`src/rtl/axi4_lite_write_dpm_pkg.sv`:
```
// Shared types and constants for the AXI4-lite write responder backed by a byte-enable RAM.
package axi4_lite_write_dpm_pkg;

    typedef enum logic [1:0] {
        COLLECT = 2'd0,
        COMMIT  = 2'd1,
        RESP    = 2'd2
    } state_t;

    localparam logic [1:0] RESP_OKAY = 2'b00;

endpackage

```
`src/rtl/axi4_lite_write_dpm_ram.sv`:
```
// Single-clock byte-enable RAM with a registered read port.
// Optional write-to-read bypass when AXI4_LITE_WRITE_DPM_FWD_EN is defined.
module axi4_lite_write_dpm_ram #(
    parameter int W  = 32,
    parameter int AW = 6
) (
    input  logic              clk,
    input  logic              we,
    input  logic [AW-1:0]     waddr,
    input  logic [W-1:0]      wdata,
    input  logic [W/8-1:0]    wstrb,
    input  logic [AW-1:0]     raddr,
    output logic [W-1:0]      rdata
);
    import axi4_lite_write_dpm_pkg::*;

    localparam int NB = W / 8;

    logic [W-1:0] mem [2**AW];
    logic [W-1:0] rd_next;

    always_comb begin
        rd_next = mem[raddr];
`ifdef AXI4_LITE_WRITE_DPM_FWD_EN
        // Same-word read during a write sees the merged word: new strobed bytes, old others.
        if (we && (raddr == waddr)) begin
            for (int k = 0; k < NB; k++) begin
                if (wstrb[k]) begin
                    rd_next[k*8 +: 8] = wdata[k*8 +: 8];
                end
            end
        end
`endif
    end

    always_ff @(posedge clk) begin
        if (we) begin
            for (int k = 0; k < NB; k++) begin
                if (wstrb[k]) begin
                    mem[waddr][k*8 +: 8] <= wdata[k*8 +: 8];
                end
            end
        end
        rdata <= rd_next;
    end

endmodule

```
`src/rtl/axi4_lite_write_dpm.sv`:
```
// AXI4-lite write responder: independent AW/W holding registers joined into one RAM commit
// and a B response; local read port on the same clock. Build option: AXI4_LITE_WRITE_DPM_FWD_EN.
module axi4_lite_write_dpm #(
    parameter int A  = 8,
    parameter int N  = 4,
    parameter int I  = 1,
    parameter int W  = N * 8,
    parameter int LB = (N == 8) ? 3 : 2
) (
    input  logic            aclk,
    input  logic            aresetn,
    input  logic            awvalid,
    output logic            awready,
    input  logic [A-1:0]    awaddr,
    input  logic [I-1:0]    awid,
    input  logic [2:0]      awprot,
    input  logic [7:0]      awlen,
    input  logic [2:0]      awsize,
    input  logic [1:0]      awburst,
    input  logic            wvalid,
    output logic            wready,
    input  logic [W-1:0]    wdata,
    input  logic [N-1:0]    wstrb,
    input  logic            wlast,
    output logic            bvalid,
    input  logic            bready,
    output logic [1:0]      bresp,
    output logic [I-1:0]    bid,
    input  logic            arvalid,
    output logic            arready,
    input  logic [A-1:0]    araddr,
    input  logic [I-1:0]    arid,
    input  logic [2:0]      arprot,
    output logic            rvalid,
    input  logic            rready,
    output logic [W-1:0]    rdata,
    output logic [1:0]      rresp,
    output logic [I-1:0]    rid,
    output logic            rlast,
    input  logic [A-LB-1:0] b_addr,
    output logic [W-1:0]    b_dout
);
    import axi4_lite_write_dpm_pkg::*;

    localparam int AW = A - LB;

    state_t          state, state_next;
    logic            aw_full, w_full;
    logic [AW-1:0]   aw_word;
    logic [I-1:0]    aw_id;
    logic [W-1:0]    w_data;
    logic [N-1:0]    w_strb;
    logic [I-1:0]    bid_q;
    logic            commit;

    // Inputs that carry no meaning for a single-beat word write.
    logic unused;
    assign unused = ^{awaddr[LB-1:0], awprot, awlen, awsize, awburst, wlast,
                      arvalid, araddr, arid, arprot, rready};

    assign arready = 1'b0;
    assign rvalid  = 1'b0;
    assign rdata   = '0;
    assign rresp   = RESP_OKAY;
    assign rid     = '0;
    assign rlast   = 1'b1;

    assign awready = ~aw_full;
    assign wready  = ~w_full;
    assign bid     = bid_q;
    assign bresp   = RESP_OKAY;

    always_comb begin
        state_next = state;
        commit     = 1'b0;
        bvalid     = 1'b0;
        case (state)
            COLLECT: if (aw_full && w_full) state_next = COMMIT;
            COMMIT: begin
                commit     = 1'b1;
                state_next = RESP;
            end
            RESP: begin
                bvalid = 1'b1;
                if (bready) state_next = COLLECT;
            end
            default: state_next = COLLECT;
        endcase
    end

    always_ff @(posedge aclk or negedge aresetn) begin
        if (!aresetn) begin
            state   <= COLLECT;
            aw_full <= 1'b0;
            w_full  <= 1'b0;
            aw_word <= '0;
            aw_id   <= '0;
            w_data  <= '0;
            w_strb  <= '0;
            bid_q   <= '0;
        end else begin
            state <= state_next;
            if (commit) begin
                aw_full <= 1'b0;
                w_full  <= 1'b0;
                bid_q   <= aw_id;
            end else begin
                if (awvalid && awready) begin
                    aw_full <= 1'b1;
                    aw_word <= awaddr[A-1:LB];
                    aw_id   <= awid;
                end
                if (wvalid && wready) begin
                    w_full <= 1'b1;
                    w_data <= wdata;
                    w_strb <= wstrb;
                end
            end
        end
    end

    axi4_lite_write_dpm_ram #(
        .W  (W),
        .AW (AW)
    ) u_ram (
        .clk   (aclk),
        .we    (commit),
        .waddr (aw_word),
        .wdata (w_data),
        .wstrb (w_strb),
        .raddr (b_addr),
        .rdata (b_dout)
    );

endmodule

```
`config.mk`:
```
export PLATFORM = sky130hd
export DESIGN_NAME = axi4_lite_write_dpm
export DESIGN_NICKNAME = d
export VERILOG_FILES = /design/src/rtl/axi4_lite_write_dpm_pkg.sv /design/src/rtl/axi4_lite_write_dpm_ram.sv /design/src/rtl/axi4_lite_write_dpm.sv
export SDC_FILE = /design/constraint.sdc
export NUM_CORES = 2
export LEC_CHECK = 0
export BUFFER_PORTS_ARGS = -buffer_cell sky130_fd_sc_hd__buf_2
export CAP_MARGIN = 20
export CELL_PAD_IN_SITES_DETAIL_PLACEMENT = 1
export CELL_PAD_IN_SITES_GLOBAL_PLACEMENT = 2
export CORE_UTILIZATION = 45
export DETAILED_ROUTE_END_ITERATION = 16
export HOLD_SLACK_MARGIN = 0.08
export PLACE_DENSITY_LB_ADDON = 0.1
export SLEW_MARGIN = 20
export SYNTH_ARGS = -nofsm -noshare
export SYNTH_HDL_FRONTEND = slang
export SYNTH_HIERARCHICAL = 1
export SYNTH_SLANG_ARGS = --single-unit
```
`constraint.sdc`:
```
create_clock -name aclk -period 2.9 [get_ports aclk]
set_input_delay 0.29 -clock aclk [delete_from_list [all_inputs] [get_ports aclk]]
set_output_delay 0.29 -clock aclk [all_outputs]
set_load 0.005 [all_outputs]
```
# [Word level (Yosys, flattened, before mapping)]
# Memories as Yosys holds them, arrays and structs flattened. A register that Yosys moved wholly into a read port is not among the register bits.
# Index checks and enable logic that the tools add are counted.
# Widths: inputs -> output; s select.
[op_classes] eq_ne=4 muxes=21 bitwise_logic=3 n_reduce_logical=9
[op_table] op="$mux 1" n=18
[op_table] op="$pmux 2 s3" n=1
[op_table] op="$reduce_and 2->1" n=3
[op_table] op="$mux 2" n=2
[op_table] op="$ne 2x2->1 const B" n=2
[op_table] op="$reduce_bool 2->1" n=2
[op_table] op="$logic_and 1x1->1" n=3
[op_table] op="$not 1->1" n=3
[op_table] op="$eq 2x1->1 const B" n=1
[op_table] op="$eq 2x2->1 const B" n=1
[op_table] op="$logic_not 2->1" n=1
[word_totals] ff_bits=48 mem_bits_rw=2048 in_bits=87 elab_cells=46 memories=1
[mem_list] memory="u_ram.mem" depth=64 word_bits=32 read_ports=1 rd_ports_with_merged_regs=1 wr=1 line="axi4_lite_write_dpm_ram.sv:19" text="logic [W-1:0] mem [2**AW];"

# [Depth between registers and ports, before layout]
[logic_depth] word_depth=4 depth_mapped=10 mapped_depth_nobuf=5

# [By module]
# Netlist, hierarchy kept.
[modules_own_cells] module="axi4_lite_write_dpm_ram" instances=1 cells_each=3576 area_per_inst_um2=79771.5 seq_area_each_um2=62139.6
[modules_own_cells] module="axi4_lite_write_dpm" instances=1 cells_each=152 area_per_inst_um2=2290.9 seq_area_each_um2=1201.2

# [Worst setup path before layout]
# No wires, ideal clock.
[synth_timing] kind="input to register" startpoint="input b_addr[2]" endpoint="register u_ram.rdata[16] (read register of u_ram.mem)" setup_time_ps=133 t_arrival_ps=2006 required_ps=2767 path_slack_ps=761 cell_stages=7 n_path_buf=3 cell_sequence="buf_2 -> clkbuf_1 -> buf_2 -> mux4_2 -> mux4_2 -> a21oi_1 -> o211ai_1"
[synth_lines] item="start: declaration" line="axi4_lite_write_dpm.sv:40" text="input logic [A-LB-1:0] b_addr,"
[synth_lines] item="end: declaration" line="axi4_lite_write_dpm_ram.sv:13" text="output logic [W-1:0] rdata"

# [Final worst setup path]
[layout_timing] startpoint="register aw_word[0]" endpoint="memory u_ram.mem[10][12], enable pin"
[layout_lines] item="start: declaration" line="axi4_lite_write_dpm.sv:49" text="logic [AW-1:0] aw_word;"
[layout_lines] item="start signal: assignment" line="axi4_lite_write_dpm.sv:110" text="aw_word <= awaddr[A-1:LB];"
[layout_lines] item="end: declaration" line="axi4_lite_write_dpm_ram.sv:19"
# No word-level cell before the write port.

==> results.txt <==
----------------------------------------------------
[STA]
  Achievable Freq ... 0.3530 GHz
  Tightest slew margin relative to the limit ... 30.81%
  Setup repair after global routing missed its margin ... no
  Tightest Pin Transition ... around 1.0 ns
  Worst hold slack ... 0.2118 ns
  Setup TNS after final layout ... 0 ns
  Worst path setup slack after routing ... 0.06714 ns
  Time the final worst path needs with I/O delays and setup ... roughly 2.8 ns
  Maximum clock skew at final layout ... 0.02842 ns
  Final worst-path cycle share ... 97.68%
  Number of max-slew violations in the final report ... 0
  Final count of negative-setup-slack endpoints ... 0
  Count of endpoints failing hold in the final timing report ... 0

[Final layout]
  Cell area after layout ... ~96000 sq um
  Final cell count without fillers ... 6957
  Most common library cell in the layout ignoring fill and taps ... sky130_fd_sc_hd__edfxtp_1
  Most used cells in the layout excluding fill and tap cells ... sky130_fd_sc_hd__edfxtp_1 (2048), sky130_fd_sc_hd__mux4_2 (543), sky130_fd_sc_hd__buf_4 (484)
  Ratio of cells with drive above 1 in the final layout ... 34.77%
  Layout overhead on the synthesized area ... 17.45%
  Final #Nets ... around 4500

[Global route]
  Number of antenna violations at the first check in global routing ... 8
  Global-route wire length before repair ... around 340 mm
  Residual overflow from global routing ... 0
  Total routing usage reported by global routing ... 26.19%
  Maximum number of pins on one net before global-route repair ... 66
  Number of global-route vias before repair ... 43320

[Clocking]
  Buffer type at the clock tree root ... sky130_fd_sc_hd__clkbuf_16
  Clock latency at the later pin of the worst-skew pair ... 0.86 ns
  Longest Clk Path Bufs ... 3
  TritonCTS clock tree ... built
  Clock-pin slew on the worst setup and hold paths ... 0.06 ns
  CTS buffer count ... 216
  H-Tree Depth ... 4
  Number of buffers inserted by post-CTS setup repair ... 0
  CTS Sinks ... between 2000 and 2500

[Min path]
  Hold Crit Class ... in2reg
  Hold Crit Endpoint ... w_data[2]
  Worst min-delay path startpoint ... wdata[2]
  Min-Delay Path Depth ... 3

[Synth]
  Proportion of register bits with asynchronous set or reset after synthesis ... 2.256%
  Mean post-synth cell area ... 22.01 sq um
  Syn Inst Count ... 3728
  Dominant cells by area after synthesis ... sky130_fd_sc_hd__edfxtp_1 (75%), sky130_fd_sc_hd__mux4_2 (15%), sky130_fd_sc_hd__dfrtp_1 (1.5%)
  Predominant post-synthesis flop cell ... sky130_fd_sc_hd__edfxtp_1
  Count of distinct cell types in the synthesized netlist ... 46
  Share of synthesized area occupied by flip-flops and latches ... slightly below 80%
  Synth Cell Area ... 82060 sq um
  Count of yosys warnings during synthesis ... 6
  Library cell with the largest summed area after synthesis ... sky130_fd_sc_hd__edfxtp_1
  Number of storage elements in the synthesis netlist ... roughly 2100
  Area share of the largest cell type after synthesis ... 74.94%
  Post-synth EDFFs ... 2048

[Placed design]
  Estimated wirelength of the detail-placed design ... 162.7 mm
  # placed instances ... 6489
  Port Buffer Count ... slightly below 90
  Last weighted congestion value of the routability-driven placer ... 0.8544
  Cell area reported after detailed placement ... 88620 sq um
  Setup slack after placement ... -0.2944 ns

[Critical path]
  Startpoint-to-endpoint class of the critical path ... reg2reg
  Number of buffers and inverters on the critical path ... 3
  Arrival time reported for the critical path endpoint ... between 3 and 4 ns
  Endpoint of the most critical register-to-register path ... u_ram/mem[10][12]
  Slowest CP cell ... sky130_fd_sc_hd__dfrtp_1
  Most frequent CP cell ... sky130_fd_sc_hd__buf_4
  Count of cells along the worst register-to-register path ... 6
  Sort of element at the start of the critical path ... flop
  Maximum net fanout on the critical path ... 9
  Startpoint of the worst-slack reg-to-reg timing path ... aw_word[0]
  Chain of cells forming the critical path ... buf_4, nor3b_4, buf_4, nand2_1, nor2_1, buf_4
  CP required ... between 3 and 4 ns
  Top delay family on crit path ... simple AND/OR/NAND/NOR gates
  Reg2Reg Setup Slack ... 0.07 ns
  Critical path's largest stage delay ... ~0.56 ns
  Type of element capturing the critical path ... flop

[Die]
  Y dimension of the die ... 429.0 um
  Initial core utilization ... between 40% and 50%
  Count of standard-cell rows ... 156
  Area of the die ... between 150000 and 200000 sq um
  Number of placed I/O pins ... 163
  Horizontal die dimension ... 429.0 um
  Standard cell core area ... between 150000 and 200000 sq um

[Routing]
  First-pass iteration count of the detailed router ... 5
  Vias ... 41360
  Iteration-0 DRC Markers ... 4490
  Remaining routing DRC violations ... 0
  Via density per instance ... between 5 and 6
  Number of nets still failing antenna checks after routing ... 0
  Mean routed wirelength per cell ... 34.51 um
  Total Routed Length ... 240.1 mm

[Outcome]
  Run status ... finished, final reports clean

[Power]
  Static leakage power ... 0.03140 uW
  Peak ir drop on the vdd network ... ~1300 uV
  Power density relative to cell area ... 809.4 nW/um^2

[Run]
  Max-capacitance violation count ... 0

----------------------------------------------------
-- cells in the mapped netlist, types with 9 or more instances --
cell type	number
sky130_fd_sc_hd__edfxtp_1	2048
sky130_fd_sc_hd__mux4_2	543
sky130_fd_sc_hd__nor2_1	284
sky130_fd_sc_hd__nand2_1	85
sky130_fd_sc_hd__clkbuf_1	82
sky130_fd_sc_hd__mux2i_1	79
sky130_fd_sc_hd__buf_4	71
sky130_fd_sc_hd__buf_2	62
sky130_fd_sc_hd__a22oi_1	50
sky130_fd_sc_hd__dfrtp_1	48
sky130_fd_sc_hd__o22ai_1	43
sky130_fd_sc_hd__mux2_2	41
sky130_fd_sc_hd__dfxtp_1	32
sky130_fd_sc_hd__a21oi_1	30
sky130_fd_sc_hd__mux2_4	30
sky130_fd_sc_hd__nor3_1	21
sky130_fd_sc_hd__buf_1	20
sky130_fd_sc_hd__o211ai_1	19
sky130_fd_sc_hd__a221oi_1	16
sky130_fd_sc_hd__buf_6	16
sky130_fd_sc_hd__o221ai_1	15
sky130_fd_sc_hd__nand3_1	13
sky130_fd_sc_hd__a22o_1	11
sky130_fd_sc_hd__nand2b_1	10
sky130_fd_sc_hd__nor2b_1	9
-- worst register-to-register path, stage by stage, from the launching register on --
cell	delay [ns]
sky130_fd_sc_hd__dfrtp_1	0.56
sky130_fd_sc_hd__buf_4	0.25
sky130_fd_sc_hd__nor3b_4	0.43
sky130_fd_sc_hd__buf_4	0.28
sky130_fd_sc_hd__nand2_1	0.50
sky130_fd_sc_hd__nor2_1	0.25
sky130_fd_sc_hd__buf_4	0.24
-- registers in the layout, summed over array words and instances, names as in the netlist --
| register | count |
|---|---|
| state | 2 |
| w_strb | 4 |
| aw_id | 1 |
| w_full | 1 |
| w_data | 32 |
| u_ram/mem | 2048 |
| u_ram/rdata | 32 |
| aw_word | 6 |
| bid | 1 |
| aw_full | 1 |
-- report_power, final --
part | internal, uW | leakage, uW | total (uW) | switching [uW]
clock network | 16300 | 0.00350 | 27900 | 11700
logic | 2480 | 0.00865 | 7710 | 5230
registers | 38900 | 0.0192 | 42400 | 3470
total | 57700 | 0.0314 | 78000 | 20400
-- repair_timing --
action | CTS | global route
hold endpoints to repair | 96 | 0
pin swaps | 0 | 0
setup endpoints to repair | 193 | 84
resized for setup | 1 | 3
hold buffers | 55 | 0
-- kinds of logic after synthesis --
kind of cell,Yosys count,synth area share [%]
AOI/OAI and AO/OA,201,1.738
muxes,693,16.98
and+or+nand+nor,446,2.279
DFF,2128,77.19
other,2,0.009152
buffers and inverters,258,1.810
-- stage by stage --
| stage | utilization [%] | total power (uW) |
|---|---|---|
| 6_report | 53.27 | 78010 |
| 5_1_grt | 53.26 | 80180 |
| 4_1_cts | 53.24 | 78560 |
| 3_5_place_dp | 48.98 | 50660 |
| 3_3_place_gp | 48.98 | 49880 |
| 2_1_floorplan | - | 44950 |
-- worst max path at each step --
| stage | depth (start not counted) | slack (ns) | from | to |
|---|---|---|---|---|
| floorplan | 7 | 0.76 | b_addr[2] | u_ram/rdata[16] |
| global route | 5 | 0.07 | aw_word[5] | u_ram/mem[41][27] |
| global placement | 6 | -0.33 | aw_word[0] | u_ram/mem[26][11] |
| CTS | 6 | 0.02 | aw_word[0] | u_ram/mem[26][9] |
| finish | 6 | 0.07 | aw_word[0] | u_ram/mem[10][12] |
| detailed placement | 6 | -0.29 | aw_word[0] | u_ram/mem[26][9] |
-- final cells by class --
| cell class | instances | area [sq um] |
|---|---|---|
| Antenna cell | 5 | 12.51 |
| Clock buffer | 296 | 6065 |
| Sequential cell | 2128 | 63410 |
| Multi-Input combinational cell | 1380 | 17450 |
| Clock inverter | 112 | 1084 |
| Timing Repair Buffer | 663 | 5380 |
| Tap cell | 2370 | 2965 |
| Inverter | 3 | 11.26 |
| Fill cell | 15610 | 84560 |
-- metal layers --
metal | up-vias | wire length [um] | global-route usage [%]
li1 | 16820 | - | -
met1 | 22770 | 99490 | 36.47
met2 | 1479 | 118300 | 42.97
met3 | 281 | 15880 | 4.407
met4 | 0 | 6396 | 7.069
met5 | - | 0 | 0
(Power assumes the default switching activity.)
